--- src/rtl/restoring_divider6.sv ---
// Sequential restoring divider: one quotient bit per clock through a shared ripple-borrow slice.
// Optional macro DIV_ZERO_DETECT_EN short-circuits a zero divisor to a one-cycle result.

module fsub_cell (
  input  logic a_i,
  input  logic b_i,
  input  logic bin_i,
  output logic d_o,
  output logic bout_o
);
  assign d_o    = a_i ^ b_i ^ bin_i;
  assign bout_o = (~a_i & b_i) | (~(a_i ^ b_i) & bin_i);
endmodule

module restoring_divider6 #(
  parameter int WIDTH = 6
) (
  input  logic             clk,
  input  logic             rst_n,
  input  logic             start,
  input  logic [WIDTH-1:0] dividend,
  input  logic [WIDTH-1:0] divisor,
  output logic             busy,
  output logic             done,
  output logic [WIDTH-1:0] quotient,
  output logic [WIDTH-1:0] remainder,
  output logic             div_by_zero
);
  localparam int CW = $clog2(WIDTH + 1);

  typedef enum logic [1:0] {IDLE, RUN, DONE} state_t;

  state_t           state_q, state_d;
  logic [WIDTH-1:0] r_q, r_d, q_q, q_d, d_q, d_d;
  logic [WIDTH-1:0] quo_q, quo_d, rem_q, rem_d;
  logic [CW-1:0]    cnt_q, cnt_d;

  // R is kept WIDTH bits wide: a restored or subtracted remainder is always < D,
  // so the top bit of the WIDTH+1-bit partial remainder is always zero.
  logic [WIDTH:0]   t;
  logic [WIDTH-1:0] s, r_step;
  logic [WIDTH:0]   bw;
  logic             borrow;

  assign t     = {r_q, q_q[WIDTH-1]};
  assign bw[0] = 1'b0;

  generate
    for (genvar i = 0; i < WIDTH; i++) begin : g_sub
      fsub_cell u_cell (
        .a_i   (t[i]),
        .b_i   (d_q[i]),
        .bin_i (bw[i]),
        .d_o   (s[i]),
        .bout_o(bw[i+1])
      );
    end
  endgenerate

  // Top slice sees a zero divisor bit, so only its borrow-out is needed.
  assign borrow = ~t[WIDTH] & bw[WIDTH];
  assign r_step = borrow ? t[WIDTH-1:0] : s;

`ifdef DIV_ZERO_DETECT_EN
  logic dz_q, dz_d;
  assign div_by_zero = dz_q;
`else
  assign div_by_zero = 1'b0;
`endif

  always_comb begin
    state_d = state_q;
    r_d     = r_q;
    q_d     = q_q;
    d_d     = d_q;
    cnt_d   = cnt_q;
    quo_d   = quo_q;
    rem_d   = rem_q;
`ifdef DIV_ZERO_DETECT_EN
    dz_d    = dz_q;
`endif
    case (state_q)
      IDLE: if (start) begin
        q_d     = dividend;
        d_d     = divisor;
        r_d     = '0;
        cnt_d   = '0;
        state_d = RUN;
      end
      RUN: begin
        r_d   = r_step;
        q_d   = {q_q[WIDTH-2:0], ~borrow};
        cnt_d = cnt_q + 1'b1;
        if (cnt_q == CW'(WIDTH - 1)) begin
          quo_d   = {q_q[WIDTH-2:0], ~borrow};
          rem_d   = r_step;
          state_d = DONE;
`ifdef DIV_ZERO_DETECT_EN
          dz_d    = 1'b0;
`endif
        end
`ifdef DIV_ZERO_DETECT_EN
        // First RUN cycle still holds the dividend in Q.
        if (d_q == '0) begin
          quo_d   = '1;
          rem_d   = q_q;
          dz_d    = 1'b1;
          state_d = DONE;
        end
`endif
      end
      DONE:    state_d = IDLE;
      default: state_d = IDLE;
    endcase
  end

  always_ff @(posedge clk or negedge rst_n) begin
    if (!rst_n) begin
      state_q <= IDLE;
      r_q     <= '0;
      q_q     <= '0;
      d_q     <= '0;
      cnt_q   <= '0;
      quo_q   <= '0;
      rem_q   <= '0;
`ifdef DIV_ZERO_DETECT_EN
      dz_q    <= 1'b0;
`endif
    end else begin
      state_q <= state_d;
      r_q     <= r_d;
      q_q     <= q_d;
      d_q     <= d_d;
      cnt_q   <= cnt_d;
      quo_q   <= quo_d;
      rem_q   <= rem_d;
`ifdef DIV_ZERO_DETECT_EN
      dz_q    <= dz_d;
`endif
    end
  end

  assign busy      = (state_q == RUN);
  assign done      = (state_q == DONE);
  assign quotient  = quo_q;
  assign remainder = rem_q;
endmodule

--- config.mk ---
export PLATFORM = sky130hd
export DESIGN_NAME = restoring_divider6
export DESIGN_NICKNAME = d
export VERILOG_FILES = /design/src/rtl/restoring_divider6.sv
export SDC_FILE = /design/constraint.sdc
export NUM_CORES = 1
export LEC_CHECK = 0
export CORE_ASPECT_RATIO = 1.2
export CORE_MARGIN = 2
export CORE_UTILIZATION = 30
export DETAILED_ROUTE_END_ITERATION = 6
export HOLD_SLACK_MARGIN = 0.12
export PLACE_DENSITY_LB_ADDON = 0.12
export SLEW_MARGIN = 20
export SYNTH_ARGS = -nofsm -noshare
export SYNTH_HDL_FRONTEND = slang
export SYNTH_SLANG_ARGS = --single-unit
export TNS_END_PERCENT = 5
--- constraint.sdc ---
create_clock -name clk -period 3.4 [get_ports clk]
set_input_delay 0.68 -clock clk [delete_from_list [all_inputs] [get_ports clk]]
set_output_delay 0.68 -clock clk [all_outputs]
set_load 0.05 [all_outputs]
==> results.py, run 1 <==
metrics = {
    "worst_setup_path": {
        "reg2reg_from": "q_q[5]$_DFFE_PN0P_",
        "crit_path_max_incr_delay_ps": 390,
        "r2r_end": "remainder[0]$_DFFE_PN0P_",
        "crit_chain": "inv_1, ha_1, inv_1, fa_1, fa_1, fa_1, inv_1, fa_1, fa_1, nor2b_2, buf_4, mux2_2, o21ai_0",
        "cp_common_cell": "fa_1",
        "reg2reg_depth": 13,
        "critPathKind": "reg -> reg",
        "cp-end-kind": "register",
        "worstPathMaxFanout": 8,
        "cp.depth": 13,
        "regToRegSetupSlack_ps": 230,
        "critPathLaunchType": "register",
        "critPathTopFamily": "adder cells",
        "cp.required_ps": 3580,
        "arrival_ps": 3350,
        "critical_path.slowest_cell": "fa_1",
        "critPathBufInv": 4,
    },
    "sta": {
        "rsz0062_at_grt": "no",
        "relSlewSlack_pct": 37.0,
        "drv_slew": 0,
        "finalSetupViolCount": 0,
        "fin_crit_ps": 3170,
        "final-hold-violation-count": 0,
        "tightest_slew_ps": 941,
        "finalCritPeriodShare_pct": 93.1,
        "skew_ps": 6.21,
        "fin_tns_setup_ps": 0,
        "fmax_ghz": 0.316,
    },
    "floorplanning": {
        "die_w_um": 72.5,
        "fp-row-count": 29,
        "design.die.area_um2": 6240,
        "start_util_pct": 31.4,
        "core-area_um2": 5370,
        "die_h_um": 86.2,
        "num_io_pins": 30,
    },
    "layout": {
        "area_delta_synth_final_pct": 26.3,
        "stdcell_count": 246,
        "antenna_cells": 0,
        "drive_above_1_share_pct": 14.7,
        "final_nets": 206,
    },
    "power_and_ir_drop": {
        "p_leak_uw": 0.000929,
        "pwr-share-comb_pct": 53.9,
        "power.clock.fraction_pct": 13.9,
        "power_density_nw_per_um2": 1110,
        "sw_frac_of_total_pct": 42.8,
        "switchingPower_uw": 1010,
        "peakVddDrop_mv": 0.548,
        "p_int_uw": 1350,
        "seqPwrFrac_pct": 32.2,
    },
    "min_path": {
        "holdCritStartpoint": "remainder[2]$_DFFE_PN0P_",
        "hold_depth": 2,
        "hold_path_end": "remainder[2]$_DFFE_PN0P_",
        "hold_path.class": "reg -> reg",
    },
    "clock_network": {
        "cts_buffers": 5,
        "clk_latency_ps": 290,
        "clkSinkCount": 35,
        "path_clk_slew_ps": 70,
        "cts_tree": "yes",
        "cts_max_path_buffers": 2,
        "post_cts_buffers": 0,
        "cts_root_buffer": "clkbuf_8",
        "cts_max_level": 2,
    },
    "synthesis": {
        "syn_area_um2": 1690,
        "synth_edf_count": 0,
        "synthCells": 152,
        "synth.net_count": 175,
        "synth_top_area_share_pct": 51.9,
        "yosysUniqueCellTypes": 27,
        "synth-seq-cells": 35,
        "ys.flop_type": "dfrtp_1",
        "yosys-top-cells-count": "dfrtp_1, o21ai_0, nand2_1, inv_1, mux2_2",
        "netlist_top_cells_area": "dfrtp_1, o21ai_0, fa_1, mux2_2, nand2_1",
        "async_flop_share_pct": 100,
        "yosys.area.top_type": "dfrtp_1",
        "yosysMostFrequentCell": "dfrtp_1",
        "synth_area_per_cell_um2": 11.1,
        "ys_seq_area_share_pct": 51.9,
        "ys_warn_count": 0,
    },
    "route": {
        "drcViolationCount": 0,
        "vias": 1188,
        "routed_via_density": 4.83,
        "ant_nets": 0,
        "dr.pass1.iters": 4,
        "wirelength_um": 3580,
        "post_drt_wl_per_cell_um": 14.5,
        "drtIter0Drc": 58,
    },
    "placement": {
        "dp_cells": 238,
        "dp_hpwl_um": 2490,
        "place.gp.congestion": 0.748,
        "portBuffers": 28,
    },
    "run_status": {
        "status": "finished clean",
    },
    "grt": {
        "grt_max_degree": 36,
        "met1_usage_pct": 14.7,
        "globalRouteTotalUtil_pct": 12.5,
        "grt_remaining_overflow": 0,
        "antenna_found_initial": 0,
        "grt-busiest-layer": "met2",
        "grt_pass1_vias": 1205,
        "grt_first_pass_wirelength_um": 5870,
        "met2_usage_pct": 20.3,
        "met3_usage_pct": 4.11,
    },
    "run": {
        "max-cap-violations": 0,
    },
}
==> cell families after synthesis <==
group	share of synthesized area, %
mux	9.79
other cells	0.222
compound gates	14.1
fa+ha+maj	8.15
flops	51.9
buf+inv	5.41
simple gates	10.5
==> sequential cells by signal, summed over array words and instances, names as in the netlist <==
name and flops:
remainder 6, state_q 2, q_q 6, d_q 6
r_q 6, quotient 6, cnt_q 3
==> power by group through the flow <==
| stage | sequential, uW | combinational, uW | clock, uW |
|---|---|---|---|
| floorplan | 960 | 698 | 0 |
| global placement | 763 | 1240 | 0 |
| detailed placement | 768 | 1270 | 0 |
| CTS | 763 | 1280 | 343 |
| global route | 789 | 1410 | 360 |
| finish | 760 | 1270 | 328 |
==> worst min-delay path: cells and delay by family (launching register included) <==
family,cells,cell delay [ps]
simple gates,1,50
flops,1,350
compound gates,1,60
==> cells in the final DEF, fill, tap and decap left out, drive strengths merged, types with 2 or more instances in the layout <==
cell type	instances
dfrtp	35
clkdlybuf4s50	28
o21ai	25
nand2	19
inv	11
mux2	11
clkbuf	8
nor2b	7
a21oi	6
a22oi	5
fa	5
buf	4
nor2	3
ha	3
mux2i	3
a2bb2oi	2
o21bai	2
nor3b	2
==> timing repair <==
| action | CTS | global route |
|---|---|---|
| endpoints found under the setup margin | 0 | 1 |
| gates resized for setup | 0 | 2 |
| hold buffers | 0 | 0 |
==> metrics by stage <==
step                power (uW)  utilization (%)  instance area [um^2]  worst slack, ps  hold slack, ps
detailed placement        2040             37.7                  2030              177             481
floorplan                 1660                -                  1690              422             384
global route              2560             39.7                  2130             44.8             525
finish                    2360             39.7                  2130              235             490
global placement          2000             37.7                  2030              284             470
CTS                       2380             39.6                  2130              159             498
==> worst max path at each step <==
stage / end / start / slack (ps)
2_1_floorplan: remainder[0]$_DFFE_PN0P_ / q_q[5]$_DFFE_PN0P_ / 420
3_3_place_gp: remainder[0]$_DFFE_PN0P_ / q_q[5]$_DFFE_PN0P_ / 280
3_5_place_dp: remainder[0]$_DFFE_PN0P_ / q_q[5]$_DFFE_PN0P_ / 180
4_1_cts: remainder[0]$_DFFE_PN0P_ / q_q[5]$_DFFE_PN0P_ / 160
5_1_grt: remainder[1]$_DFFE_PN0P_ / q_q[5]$_DFFE_PN0P_ / 40
6_report: remainder[0]$_DFFE_PN0P_ / q_q[5]$_DFFE_PN0P_ / 230
==> metal layers <==
layer	vias up	wire, um
met2	30	1690
met1	581	1600
met5	-	0
li1	570	-
met4	0	101
met3	7	184
==> area by class of cell <==
cell class	count	area (um^2)
tap	62	77.6
clock buffer	8	100
timing repair buffer	32	310
fill	528	3240
inverter	11	41.3
sequential	35	876
multi-input combinational	98	727
No activity file was read; power rests on OpenSTA's default activity.
==> run 2: changes to the inputs <==
--- a/config.mk
+++ b/config.mk
@@ -5,8 +5,9 @@
 export SDC_FILE = /design/constraint.sdc
 export NUM_CORES = 1
 export LEC_CHECK = 0
+export ABC_CLOCK_PERIOD_IN_PS = 3400
 export CORE_ASPECT_RATIO = 1.2
-export CORE_MARGIN = 2
+export CORE_MARGIN = 8
 export CORE_UTILIZATION = 30
 export DETAILED_ROUTE_END_ITERATION = 6
 export HOLD_SLACK_MARGIN = 0.12
==> results.py, run 2 (synthesis gave the netlist of run 1 again) <==
metrics = {
    "grt": {
        "antenna_found_initial": 0,
        "grt_remaining_overflow": 0,
        "grt_max_degree": 36,
        "grt_pass1_vias": 1279,
        "grt_first_pass_wirelength_um": 6460,
        "globalRouteTotalUtil_pct": 9.84,
    },
    "power_and_ir_drop": {
        "peakVddDrop_mv": 0.532,
        "power_density_nw_per_um2": 1120,
        "p_leak_uw": 0.000935,
    },
    "sta": {
        "tightest_slew_ps": 563,
        "finalSetupViolCount": 0,
        "final-hold-violation-count": 0,
        "finalCritPeriodShare_pct": 94.3,
        "setup_ws_ps": 192,
        "relSlewSlack_pct": 62.4,
        "skew_ps": 7.54,
        "fmax_ghz": 0.312,
        "fin_crit_ps": 3210,
        "drv_slew": 0,
        "fin_tns_setup_ps": 0,
    },
    "layout": {
        "final_cell_mix": "dfrtp_1, clkdlybuf4s50_1, o21ai_0",
        "area_delta_synth_final_pct": 26.9,
        "final_nets": 206,
        "final_common_cell": "dfrtp_1",
        "stdcell_count": 247,
        "final_util_pct": 38.6,
        "drive_above_1_share_pct": 13.7,
        "antenna_cells": 0,
    },
    "floorplanning": {
        "core-area_um2": 5560,
        "die_h_um": 98.2,
        "num_io_pins": 30,
        "fp-row-count": 30,
        "design.die.area_um2": 8290,
        "start_util_pct": 30.4,
        "die_w_um": 84.5,
    },
    "route": {
        "wirelength_um": 3820,
        "drcViolationCount": 0,
        "drtIter0Drc": 26,
        "vias": 1197,
        "post_drt_wl_per_cell_um": 15.5,
        "routed_via_density": 4.85,
        "ant_nets": 0,
        "dr.pass1.iters": 4,
    },
    "placement": {
        "portBuffers": 28,
        "dp_cells": 240,
        "place.gp.congestion": 0.713,
        "preCtsSetupSlack_ps": 78.0,
        "dp_hpwl_um": 2680,
    },
    "worst_setup_path": {
        "cp-end-kind": "register",
        "worstPathMaxFanout": 7,
        "critPathLaunchType": "register",
        "cp.required_ps": 3600,
        "critPathKind": "reg -> reg",
        "arrival_ps": 3410,
    },
    "clock_network": {
        "cts_max_path_buffers": 2,
        "clkSinkCount": 35,
        "cts_buffers": 5,
        "cts_max_level": 2,
        "cts_root_buffer": "clkbuf_8",
        "clk_latency_ps": 280,
        "path_clk_slew_ps": 70,
        "cts-hold-fix-buffers": 0,
        "cts_tree": "yes",
        "post_cts_buffers": 0,
        "post_cts_resized": 0,
    },
    "min_path": {
        "hold_path.class": "reg -> reg",
    },
    "run": {
        "max-cap-violations": 0,
    },
    "run_status": {
        "status": "finished clean",
    },
}
==> run 2: worst max-delay path, cell delays in order, from the launching register on <==
cell     delay, ps
dfrtp_1        380
inv_1           90
ha_1           160
inv_1           50
fa_1           370
fa_1           390
fa_1           370
inv_1           70
fa_1           180
fa_1           200
nor2b_4        180
buf_6          150
mux2_2         340
o21ai_0        160
==> run 2: path summary, 6_finish.rpt <==
path                            depth (start not counted)                     start  slack (ps)                  endpoint
worst max-delay path                                   13        q_q[5]$_DFFE_PN0P_         190        r_q[4]$_DFFE_PN0P_
max in group asynchronous                               2                     rst_n        2270        r_q[5]$_DFFE_PN0P_
min in group asynchronous                               2                     rst_n         810   quotient[1]$_DFFE_PN0P_
worst min-delay path                                    2  remainder[1]$_DFFE_PN0P_         490  remainder[1]$_DFFE_PN0P_
worst max register to register                         13        q_q[5]$_DFFE_PN0P_         190        r_q[4]$_DFFE_PN0P_
worst min register to register                          2  remainder[1]$_DFFE_PN0P_         490  remainder[1]$_DFFE_PN0P_
==> run 2: metrics by stage <==
step | cell area, um^2 | power, uW | hold slack [ps]
after floorplan | 1690 | 1660 | 384
after global placement | 2030 | 2000 | 471
after detailed placement | 2030 | 2040 | 474
after CTS | 2130 | 2410 | 495
after global routing | 2140 | 2590 | 522
final | 2140 | 2400 | 491
==> run 2: per-layer routing <==
metal	up-vias	routed length (um)	part of all wire [%]	track usage, %
li1	572	-	-	-
met5	-	0	0	0
met2	27	1860	49	15.7
met4	0	57	1.5	3.71
met3	5	183	4.8	3.28
met1	593	1720	45	11.9
==> run 2: cell type report <==
type | instances | area (um^2)
flip-flops and latches | 35 | 876
clock inverters | 1 | 30.0
well taps | 64 | 80.1
fillers | 551 | 3410
inverters | 11 | 41.3
clock buffers | 6 | 72.6
repair buffers | 32 | 314
multi-input cells | 98 | 728
==> run 2: where the power goes <==
group          internal (uW)  switching, uW
Combinational            549            717
Sequential               623            151
Clock                    215            146
